<file path="src/rtl/pc_redirect.sv">
// Fetch PC and request stage behind the jump unit: holds the fetch PC, runs the req/ack
// handshake and applies jump/branch redirects, deferring them while a request is in flight.
module pc_redirect #(
    parameter logic [31:0] RESET_ADDR = 32'h0000_0000,
    parameter int unsigned PC_STEP    = 4
) (
    input  logic        clk,
    input  logic        rst,
    input  logic [1:0]  pc_c,
    input  logic [12:0] im_in,
    input  logic [31:0] br_base,
    input  logic [31:0] tgt_in,
    input  logic        stall,
    input  logic        if_ack,
    output logic        if_req,
    output logic [31:0] if_addr,
    output logic        fetch_valid,
    output logic [31:0] fetch_pc,
    output logic        flush,
    output logic        misalign
);
    // state | meaning
    // IDLE  | first cycle after reset, no request yet
    // REQ   | request outstanding on if_addr, waiting for if_ack
    // HOLD  | acked under stall, no request until stall drops
    typedef enum logic [1:0] {IDLE, REQ, HOLD} state_t;

    localparam logic [31:0] STEP = 32'(PC_STEP);

    state_t      state;
    logic [31:0] pc;
    logic [31:0] pend_tgt;
    logic        pend_v;

    logic        redir;
    logic [31:0] redir_tgt;
    logic [31:0] seq_pc;

    always_comb begin
        redir     = (pc_c == 2'd1) || (pc_c == 2'd2);
        redir_tgt = (pc_c == 2'd1) ? {tgt_in[31:1], 1'b0}
                                   : br_base + {{19{im_in[12]}}, im_in};
        seq_pc    = pc + STEP;
    end

    assign if_req  = (state == REQ);
    assign if_addr = pc;

    always_ff @(posedge clk) begin
        if (rst) begin
            state       <= IDLE;
            pc          <= RESET_ADDR;
            pend_tgt    <= 32'h0;
            pend_v      <= 1'b0;
            fetch_valid <= 1'b0;
            fetch_pc    <= 32'h0;
            flush       <= 1'b0;
            misalign    <= 1'b0;
        end else begin
            flush       <= redir;
            misalign    <= redir && redir_tgt[1];
            fetch_valid <= 1'b0;
            case (state)
                IDLE: begin
                    if (redir) pc <= redir_tgt;
                    state <= REQ;
                end
                REQ: begin
                    if (if_ack) begin
                        if (redir)       pc <= redir_tgt;
                        else if (pend_v) pc <= pend_tgt;
                        else             pc <= seq_pc;
                        pend_v      <= 1'b0;
                        fetch_pc    <= pc;
                        // a redirect seen now or earlier means the acked fetch is wrong-path
                        fetch_valid <= !redir && !pend_v;
                        state       <= stall ? HOLD : REQ;
                    end else if (redir) begin
                        pend_tgt <= redir_tgt;
                        pend_v   <= 1'b1;
                    end
                end
                HOLD: begin
                    if (redir) pc <= redir_tgt;
                    if (!stall) state <= REQ;
                end
                default: state <= IDLE;
            endcase
        end
    end
endmodule
</file>
<file path="config.mk">
export PLATFORM = sky130hd
export DESIGN_NAME = pc_redirect
export DESIGN_NICKNAME = d
export VERILOG_FILES = /design/src/rtl/pc_redirect.sv
export SDC_FILE = /design/constraint.sdc
export NUM_CORES = 1
export LEC_CHECK = 0
export ABC_AREA = 1
export CORE_MARGIN = 2
export CORE_UTILIZATION = 30
export CTS_CLUSTER_SIZE = 24
export DETAILED_ROUTE_END_ITERATION = 8
export PLACE_DENSITY_LB_ADDON = 0.25
export SLEW_MARGIN = 40
export SYNTH_ARGS = -nofsm -noshare
export SYNTH_HDL_FRONTEND = slang
export SYNTH_SLANG_ARGS = --single-unit
</file>
<file path="constraint.sdc">
create_clock -name clk -period 1.8 [get_ports clk]
set_input_delay 0.36 -clock clk [delete_from_list [all_inputs] [get_ports clk]]
set_output_delay 0.36 -clock clk [all_outputs]
set_load 0.03 [all_outputs]
</file>
==> results.yml, run 1 <==
placement:
  hpwl_mm: 21.5
  portBuffers: 149
  dp_cells: 1844
  globalplace.congestion: 0.914
  place_worst_setup_slack_ns: -0.940
timing:
  slew_headroom_pct: 68.6
  maxSlewViolCount: 0
  fin_crit_ns: 1.80
  hold_viol: 0
  setup_violations: 1
  clock_skew_ns: 0.0107
  worst_pin_slew_ns: 0.471
  rsz0062_at_grt: "yes"
  max_freq_ghz: 0.555
  setup_ws_ns: -0.000991
  fin_crit_sh_pct: 100
  tns_ns: -0.000991
critical_path:
  critPathKind: "reg -> reg"
  cp-end-kind: "flip-flop"
  start_kind: "flip-flop"
  crit_path_start: "if_addr[3]"
  arrival_ns: 2.10
  reg2reg_slack_ns: -0.001
  worstPathMaxFanout: 4
  crit_required_ns: 2.10
  r2r_start: "if_addr[3]"
logic_synthesis:
  synth_cell_types: 44
  seq_area_frac_synth_pct: 26.8
  syn_inst: 1277
  yosysWarnings: 0
  postSynth.asyncResetShare_pct: 0
  synthFlopType: "dfxtp_1"
  ys_ff_latch: 102
  synth_nets: 1394
  netlist_area_mm2: 0.00761
  avgSynthCellArea_um2: 5.96
  synth_edf_count: 0
run_status:
  status: "finished with violations"
  violations: "negative setup slack"
min_path:
  hold_path_class: "in -> reg"
  holdCritStartpoint: "im_in[0]"
job:
  maxCapViolCount: 0
cells_and_area:
  antenna_cells: 0
  nets: 1667
  syn2layout_area_growth_pct: 65.6
  drive_gt1_share_pct: 34.0
  instances_no_fill: 1885
  finish.utilization_pct: 50.3
detailed_routing:
  postRouteAntennaNets: 0
  drc_errors: 0
  wl_met1_mm: 14.1
  first_pass_iters: 7
  wl_met3_um: 913
  drt-wirelength-per-cell_um: 15.2
  top_layer_used: "met4"
  drtIter0Drc: 578
  dr_wl_met2_mm: 13.1
  viasPerCell: 4.72
  totalWireLength_mm: 28.6
  vias: 8906
global_routing:
  grt_pass1_wl_mm: 44.0
  grt_overflow: 0
  grt_pass1_vias: 8393
  grtUsageTotal_pct: 20.8
  antenna_found_initial: 0
  grt_max_degree: 38
floorplan:
  die_area_mm2: 0.0267
  core_area_mm2: 0.0250
  fp.dieH_um: 163
  boundaryPins: 151
  die_w_um: 163
  start_util_pct: 30.4
  std_cell_rows: 58
clock_tree:
  numCtsBuffers: 9
  clock_sinks: 102
  root_buffer: "clkbuf_16"
  htree_levels: 3
  path_clk_slew_ns: 0.08
  clock_latency_ns: 0.36
  cts_buffer_depth: 2
  hold_buffers: 0
  cts_tree: "done"
power_and_ir_drop:
  p_leak_nw: 5.96
  powerDensity_mw_per_mm2: 655
  vdd_drop_max_uv: 398
  finalPower_mw: 8.26
[final cells by class]
type / count / area, um2
clock buffers: 10 / 229
clock inverters: 6 / 91.3
fillers: 2518 / 12400
inverters: 203 / 774
multi-input cells: 925 / 6190
flip-flops and latches: 102 / 2060
well taps: 330 / 413
repair buffers: 309 / 2850
[synth_stat cells, types with 9 or more instances]
library cell,count,area share (%)
a21oi_1,111,7.3
o211ai_1,19,1.9
ha_1,33,5.4
nand2_1,368,18
inv_2,16,0.79
nand4_1,9,0.74
clkbuf_1,37,1.8
o21ai_0,74,4.9
xor2_1,15,1.7
nor3_1,12,0.79
dfxtp_1,102,27
inv_1,184,9.1
o21ai_1,22,1.4
nand3_1,130,8.5
nor2_1,79,3.9
[metal layers]
metal	up-vias	track usage, %
li1	4666	-
met1	4043	29.3
met2	177	34.5
met3	20	1.75
met4	0	4.59
met5	-	0
[sequential cells by signal, summed over array words and instances (netlist names)]
signal / cells
fetch_pc: 32
if_addr: 32
pend_tgt: 32
state: 2
fetch_valid: 1
flush: 1
misalign: 1
pend_v: 1
[final timing paths]
path | endpoint | cells past startpoint
hold reg to reg | fetch_pc[6] | 2
setup reg to reg | if_addr[27] | 10
hold / removal | pend_tgt[0] | 4
setup / recovery | if_addr[27] | 10
[where the power goes]
| part | leakage, nW | internal, mW | switching, mW |
|---|---|---|---|
| clock network | 0.158 | 1.23 | 0.936 |
| registers | 0.838 | 2.43 | 0.149 |
| logic | 4.96 | 1.51 | 2.00 |
| total | 5.96 | 5.17 | 3.09 |
[critical path: stages, from the launching register on]
cell	delay (ns)
dfxtp_4	0.39
inv_4	0.04
nor3_4	0.31
nand2_4	0.11
nor2_4	0.18
nand2_2	0.08
xor2_1	0.16
nand2_1	0.12
a21oi_2	0.13
nand2_1	0.08
a21oi_2	0.11
[cell families (layout without fill, tap and decap cells)]
family | count (synthesis) | count (layout) | share of synthesized area (%)
simple gates | 627 | 627 | 35.3
buf+inv | 250 | 528 | 12.5
compound gates | 241 | 241 | 17.0
flops | 102 | 102 | 26.8
fa+ha+maj | 34 | 34 | 5.69
xor+xnor | 23 | 23 | 2.65
[what timing repair did]
action	4_1_cts	5_1_grt
buffers inserted	8	17
hold endpoints to repair	0	0
pin swaps	59	110
resized for setup	243	275
endpoints found under the setup margin	95	64
cloned	2	1
[metrics by stage]
stage               hold WS, ns  cell area (um2)
CTS                       0.402            11600
detailed placement        0.474            10500
finish                    0.361            12600
global placement          0.465            10500
floorplan                 0.465             7650
global route              0.416            12600
[cells in the final DEF, fill, tap and decap left out, drive strengths merged, types with 42 or more instances in the layout]
master and instances:
nand2 373, inv 203, buf 163, nand3 133
a21oi 113, dfxtp 102, o21ai 97, nor2 85
clkdlybuf4s50 71, dlygate4sd2 42
No activity file was read; power rests on OpenSTA's default activity.
==> run 2, diff against run 1 <==
- CTS_CLUSTER_DIAMETER: not set -> 200
==> results of run 2 <==
No change in the layout: final DEF, timing and power equal those of run 1.
